File: config.mk
export PLATFORM = sky130hd
export DESIGN_NAME = fetch_unit
export DESIGN_NICKNAME = d
export VERILOG_FILES = /design/src/rtl/fetch_unit.sv
export SDC_FILE = /design/constraint.sdc
export NUM_CORES = 1
export LEC_CHECK = 0
export ABC_AREA = 1
export ABC_CLOCK_PERIOD_IN_PS = 11150
export BUFFER_PORTS_ARGS = -buffer_cell sky130_fd_sc_hd__clkbuf_2
export CAP_MARGIN = 20
export CORE_ASPECT_RATIO = 0.9
export CORE_UTILIZATION = 40
export CTS_CLUSTER_DIAMETER = 120
export DETAILED_ROUTE_END_ITERATION = 7
export PLACE_DENSITY = 0.67
export SLEW_MARGIN = 20
export SYNTH_ARGS = -nofsm -noshare
export SYNTH_HDL_FRONTEND = slang
export SYNTH_SLANG_ARGS = --single-unit
File: constraint.sdc
create_clock -name clk_i -period 11.15 [get_ports clk_i]
set_clock_uncertainty 0.05 [all_clocks]
set_input_delay 1.115 -clock clk_i [delete_from_list [all_inputs] [get_ports clk_i]]
set_output_delay 1.115 -clock clk_i [all_outputs]
set_load 0.03 [all_outputs]
File: src/rtl/fetch_unit.sv
// Instruction fetch unit: issues one word-aligned fetch at a time and holds the
// returned instruction with its pc and pc+4 until downstream consumes it.
// Ports: clk_i/rst_i; imem_req_* and imem_resp_* to memory; instr_o/pc_o/
// pc_plus4_o/valid_o/ready_i to the decoder; redirect_i/redirect_pc_i from branch logic.
// Latency: response in cycle N+k gives valid_o in N+k+1; backpressure holds outputs stable.
module fetch_unit #(
    parameter logic [31:0] RESET_PC = 32'h0000_0000
) (
    input  logic        clk_i,
    input  logic        rst_i,
    output logic        imem_req_valid_o,
    input  logic        imem_req_ready_i,
    output logic [31:0] imem_addr_o,
    input  logic        imem_resp_valid_i,
    input  logic [31:0] imem_resp_data_i,
    output logic [31:0] instr_o,
    output logic [31:0] pc_o,
    output logic [31:0] pc_plus4_o,
    output logic        valid_o,
    input  logic        ready_i,
    input  logic        redirect_i,
    input  logic [31:0] redirect_pc_i
);

    typedef enum logic [1:0] {
        S_REQ  = 2'd0,
        S_WAIT = 2'd1,
        S_HOLD = 2'd2,
        S_DROP = 2'd3
    } state_t;

    state_t      state;
    state_t      state_nxt;
    logic [31:0] pc;
    logic [31:0] pc_nxt;
    logic [31:0] redirect_target;
    logic        latch_resp;

    // Branch targets are forced to word alignment; low bits are ignored.
    assign redirect_target = {redirect_pc_i[31:2], 2'b00};
    assign imem_addr_o     = pc;

    always_comb begin
        state_nxt        = state;
        pc_nxt           = pc;
        imem_req_valid_o = 1'b0;
        valid_o          = 1'b0;
        latch_resp       = 1'b0;
        case (state)
            S_REQ: begin
                // A redirect in the same cycle suppresses the request so the
                // stale address never reaches memory.
                imem_req_valid_o = !redirect_i;
                if (redirect_i) begin
                    pc_nxt = redirect_target;
                end else if (imem_req_ready_i) begin
                    state_nxt = S_WAIT;
                end
            end
            S_WAIT: begin
                if (redirect_i) begin
                    pc_nxt = redirect_target;
                    // If the response lands this cycle it is simply dropped;
                    // otherwise it is still in flight and must be swallowed.
                    state_nxt = imem_resp_valid_i ? S_REQ : S_DROP;
                end else if (imem_resp_valid_i) begin
                    latch_resp = 1'b1;
                    state_nxt  = S_HOLD;
                end
            end
            S_HOLD: begin
                valid_o = 1'b1;
                if (redirect_i) begin
                    // Held instruction is on the wrong path: discard it even
                    // if the decoder is ready this cycle.
                    pc_nxt    = redirect_target;
                    state_nxt = S_REQ;
                end else if (ready_i) begin
                    pc_nxt    = pc + 32'd4;
                    state_nxt = S_REQ;
                end
            end
            S_DROP: begin
                if (redirect_i) begin
                    pc_nxt = redirect_target;
                end else if (imem_resp_valid_i) begin
                    state_nxt = S_REQ;
                end
            end
            default: begin
                state_nxt = S_REQ;
            end
        endcase
    end

    always_ff @(posedge clk_i or posedge rst_i) begin
        if (rst_i) begin
            state <= S_REQ;
            pc    <= RESET_PC;
        end else begin
            state <= state_nxt;
            pc    <= pc_nxt;
        end
    end

    // Decoder-facing registers only change on a captured response, so they
    // remain stable for the whole time valid_o is held under backpressure.
    always_ff @(posedge clk_i or posedge rst_i) begin
        if (rst_i) begin
            instr_o    <= 32'd0;
            pc_o       <= 32'd0;
            pc_plus4_o <= 32'd0;
        end else if (latch_resp) begin
            instr_o    <= imem_resp_data_i;
            pc_o       <= pc;
            pc_plus4_o <= pc + 32'd4;
        end
    end

endmodule
* After elaboration in Yosys (flattened, before gate mapping) *
Index checks and enable logic that the tools add are counted.

word-level totals
  register bits = 130
  input port bits = 70
  output and inout bits = 130
  word-level logic and storage cells = 40

operators by class
  add/subtract/negate cells = 1
  equal/unequal tests = 10
  multiplexer cells = 19
  reduce and logical (&&, ||, !) cells = 5

operators by type and width
  kind                     number
  $mux W32                 3
  $pmux W32 S2             1
  $add A32 B3 Y32 const B  1
  $mux W2                  9
  $ne A2 B2 Y1 const B     4
  $pmux W2 S4              1
  $ne A3 B3 Y1 const B     2
  $reduce_and A6 Y1        1
  $mux W1                  5
  $eq A2 B2 Y1 const B     2
  $reduce_or A3 Y1         1
  $eq A2 B1 Y1 const B     1
  $logic_not A2 Y1         1
  $ne A2 B1 Y1 const B     1
  $reduce_and A2 Y1        1
  $logic_not A1 Y1         1

* Logic depth before layout (Yosys ltp) *
  depth in word-level cells = 4
  mapped depth = 10
  depth with buffers taken out = 10

* Least setup slack after synthesis *
OpenSTA, ideal clock, no wires.

  kind = input to output
  from = input redirect_i
  to = output imem_req_valid_o
  arrival = 1.528 ns
  data required time = 9.985 ns
  slack = 8.457 ns
  stages = 1
  buffers on the path = 0
  path through = nor2_1

on the way
  word-level cells in the longest chain between the ends = 2

RTL lines
  element             RTL line  RTL
  start: declaration  21        input logic redirect_i,
  $logic_not A1 Y1    53        imem_req_valid_o = !redirect_i;
  $mux W1             49        case (state)
  end: declaration    11        output logic imem_req_valid_o,

No other way between the ends.

* Final worst setup path *
  from = input redirect_i
  to = register pc[15], in the netlist imem_addr_o[15]

on the way
  word-level cells in the longest chain between the ends = 2
  elaborated cells between the ends (all ways) = 5
  classes of those cells = 2 x eq/ne; 2 x mux; 1 x reduce/logical

RTL lines
  element                                                   RTL line  RTL
  $mux W32, or another cell as far along                    73        if (redirect_i) begin
  $pmux W32 S2 / $reduce_and A2 Y1 (equally long branches)  n/a
  end signal: assignment                                    102       pc <= pc_nxt;
  end: declaration                                          34        logic [31:0] pc;

Several ways; a longest one is shown, not always the timed one.
A chain may end at the register's enable or synchronous reset.

==> results <==
- The flow ran to the end, and the final reports show no timing, DRC or antenna violations.
- Of the total synthesized cell area, the portion taken by AND, OR, NAND and NOR gates is 29.9%.
- In the post-route analysis, the smallest setup slack over all paths is 8090 ps.
- The post-synthesis compound-gate area fraction is 7.53%.
- The critical path goes through clkbuf_2, inv_1, buf_4, nand2_1, inv_2, nor2_8, inv_1, o21bai_1, inv_1.
- The number of gates resized after CTS is 0.
- The half-perimeter wire length after placement is 11200 um.
- Among the stages of the critical path, the cell type that occurs most often is inv_1.
- On the worst path, the slowest cell contributes a delay of 620 ps.
- The kind of cell with the highest combined delay along the critical path is buffers and inverters.
- The initial core utilization is 41.2%.
- The maximum operating frequency is 327 MHz.
- The total routing usage reported by global routing is 22.4%.
- The count of pins over their slew limit is 0.
- VDD sags by at most 0.160 mV.
- The number of DRC markers in iteration 0 is 396.
- The number of antenna violations at the first check in global routing is 0.
- The multiplexer share of the synthesized area is 0%.
- Synthesis inferred 124 register bits.
- The analysis attributes to cell leakage a power of 0.00417 uW.
- The relative contribution of sequential cells to total power is 34.0%.
- After clock tree synthesis, the clock-pin slew on the worst setup and hold paths is 50 ps.
- The die is 129 um wide.
- The clock buffer count from CTS is 17.
- The region available for standard cell placement spans 14100 um^2.
- For this run, global-route usage on met1 was measured as 31.1%.
- The wire length of the first global-routing pass is 25200 um.
- The netlist area before placement is 5820 um^2.
- By area, the combinational part of the netlist is dominated by simple AND/OR/NAND/NOR gates.
- The total number of H-tree levels is 4.
- Buffers added to address setup during post-CTS repair amount to 0.
- The cell sitting at the root of the clock tree is a clkbuf_16.
- In this run the core area contains 41 standard-cell rows.
- Entering global routing, the biggest net connects 87 pins.
- Setup repair after global routing left no endpoint under its margin.
- The final routed wirelength across all metal layers is 15900 um.
- The number of ports placed on the die boundary is 200.
- The buffering stage count on the worst path with inverters included is 6.
- In this run the worst path has a maximum fanout of 33.
- For met2 alone, demand over resource in global routing was 33.5%.
- Of the total synthesized cell area, the portion taken by full adders, half adders and majority gates is 0.215%.
- Cell internal power was estimated by the tool at 1260 uW.
- In the global route stage, met3 resource usage came out at 7.10%.
- For the worst-skew pair, the clock arrives at the later sink with an insertion delay of 410 ps.
- The number of failing hold endpoints at the final stage is 0.
- The floorplan die area is 15000 um^2.
- Of the cells placed in the final design, the portion with a size suffix greater than 1 is 24.6%.
- The wire length per cell is 13.9 um.
- The post-synthesis xor/xnor area fraction is 1.96%.
- The sum of overflow across all layers after global routing is 0.
- The synthesis warning total is 0.
- Setup violations remaining at the end of the flow were counted as 0.
- The via count of the first global-routing pass is 4891.
- The hold buffer count at CTS is 0.
- The worst setup path is launched from a primary input.
- The die outline height is 116 um.
- Combinational cells account for 41.0% of the total power.
- At the end of the flow, the number of nets in the layout was 1012.
- The final critical delay including setup and external delays is 3060 ps.
- The critical path is of the primary input to flip-flop type.
- In the routed design, unresolved DRC markers number 0.
- The final estimated routing congestion in global placement is 0.804.
- The number of antenna-violating nets in the routed design is 0.
- The post-place setup slack is 7690 ps.
- In this run the mean area of a mapped cell was 7.70 um^2.
- The worst hold path class is flip-flop to flip-flop.
- Counting every sink on the clock net gives 124.
- The number of max-capacitance violations reported is 0.
- The number of distinct standard cells referenced by the synthesized netlist is 26.
- The cell at the slowest stage of the critical path is nand2_1.
- The most common cell after layout, fill and taps aside is nand2_1.
- 0 antenna diodes ended up in the layout.
- The required arrival time at the worst endpoint is 11410 ps.
- The capturing element type of the critical path is a flip-flop.
- The transition time of the tightest slew-check pin is 961 ps.
- Of the available clock period, the critical path in the final layout requires 27.4%.
- The count of vias placed by the detailed router is 5390.
- The clock network burns 24.9% of the power.
- The number of buffers between clock root and the deepest sink is 2.
- Port buffering added 191 buffers.
- The analysis attributes to net switching a power of 997 uW.
- The cell count after synthesis is 755.
- The layout has 1405 filler cells.
- For the worst setup path, the data arrival time is 3320 ps.
- Dividing total power by cell area gives a power density of 300 nW/um^2.
- In the layout the commonest cells are nand2_1, clkbuf_2, dfrtp_1.
- The total iterations of the first detailed-routing run is 5.
- Net switching is 44.2% of the power.
- The clock tree from TritonCTS is built.
- The final sum of negative setup slack is 0 ps.
- The peak-usage layer in the global routing report is met2.
- The sequential-to-total area share from yosys stat is 53.4%.
- In the routed layout, each cell is associated on average with a via count of 4.70.
- The worst slew margin relative to its limit is 36.0%.
- The growth of design area from synthesis to finish is 29.2%.
[cells by family (layout without fill, tap and decap cells)]
| kind of cell | count (synthesis) | count (layout) |
|---|---|---|
| and+or+nand+nor | 442 | 442 |
| DFF | 124 | 124 |
| buffers and inverters | 96 | 290 |
| AOI/OAI and AO/OA | 78 | 78 |
| xor gates and xnor gates | 13 | 13 |
| adders and majority gates | 1 | 1 |
| other | 1 | 6 |
[Yosys cell counts]
library cell	instances	area [um^2]
xnor2_1	2	17.5
conb_1	1	3.75
nor2_1	77	289
inv_2	4	15.0
nor2_4	1	11.3
ha_1	1	12.5
nand2_2	1	6.26
clkbuf_1	15	56.3
nor3_2	1	10.0
a31oi_1	6	37.5
a21oi_1	3	15.0
nand3_1	28	140
and2_1	3	18.8
dfrtp_1	124	3100
buf_2	10	50.1
nand2_1	327	1230
o21bai_1	6	45.0
o21a_1	1	7.51
xor2_1	11	96.3
o21ai_0	45	225
buf_4	8	60.1
nor2_2	3	18.8
nor2_8	1	20.0
inv_1	59	221
o22ai_1	16	100
o211ai_1	1	7.51
[cell type report]
type | instances | area, um^2 | area share (%)
clock buffer | 25 | 495 | 6.60
clock inverter | 7 | 110 | 1.47
inverter | 63 | 240 | 3.20
multi-input combinational | 540 | 2330 | 31.1
sequential | 124 | 3100 | 41.3
tap | 193 | 241 | 3.22
timing repair buffer | 195 | 986 | 13.1
[power by group through the flow]
stage	Combinational, uW	Sequential (uW)	Clock, uW
6_report	926	767	563
5_1_grt	1020	792	597
4_1_cts	936	766	573
3_5_place_dp	936	769	0
3_3_place_gp	925	767	0
2_1_floorplan	288	1120	0
[final timing paths]
check / slack (ps) / cells after the start / start / endpoint
max: 8090 / 9 / redirect_i / imem_addr_o[15]
min: 420 / 2 / pc_o[7] / pc_o[7]
max reg2reg: 8470 / 9 / state[1] / imem_addr_o[15]
min reg2reg: 420 / 2 / pc_o[7] / pc_o[7]
max in group asynchronous: 8930 / 3 / rst_i / imem_addr_o[30]
min in group asynchronous: 730 / 2 / rst_i / pc_o[15]
[registers in the layout (all words and copies together), names as in the netlist]
signal and flops:
imem_addr_o 30, instr_o 32, pc_o 30, pc_plus4_o 30
state 2
[stage by stage]
stage | hold WS, ps | cell area [um^2] | utilization [%] | power (uW) | instances
finish | 417 | 7510 | 53.2 | 2260 | 1147
floorplan | 478 | 5830 | - | 1410 | 760
detailed placement | 407 | 6910 | 48.9 | 1700 | 1115
global placement | 405 | 6910 | 48.9 | 1690 | 1115
global route | 436 | 7510 | 53.2 | 2410 | 1147
CTS | 421 | 7510 | 53.2 | 2280 | 1147
[layer usage]
metal	share of wire, %	vias up
li1	-	2702
met3	6.8	15
met4	1.1	0
met2	44	175
met5	0	-
met1	48	2498
[worst register-to-register path, stage by stage (launching register included)]
cell,delay (ps)
dfrtp_1,430
inv_1,90
nor2_2,180
nand2_1,90
nand2_1,580
inv_2,430
nor2_8,300
inv_1,180
o21bai_1,190
inv_1,50
Power figures use the tool's default switching activity.
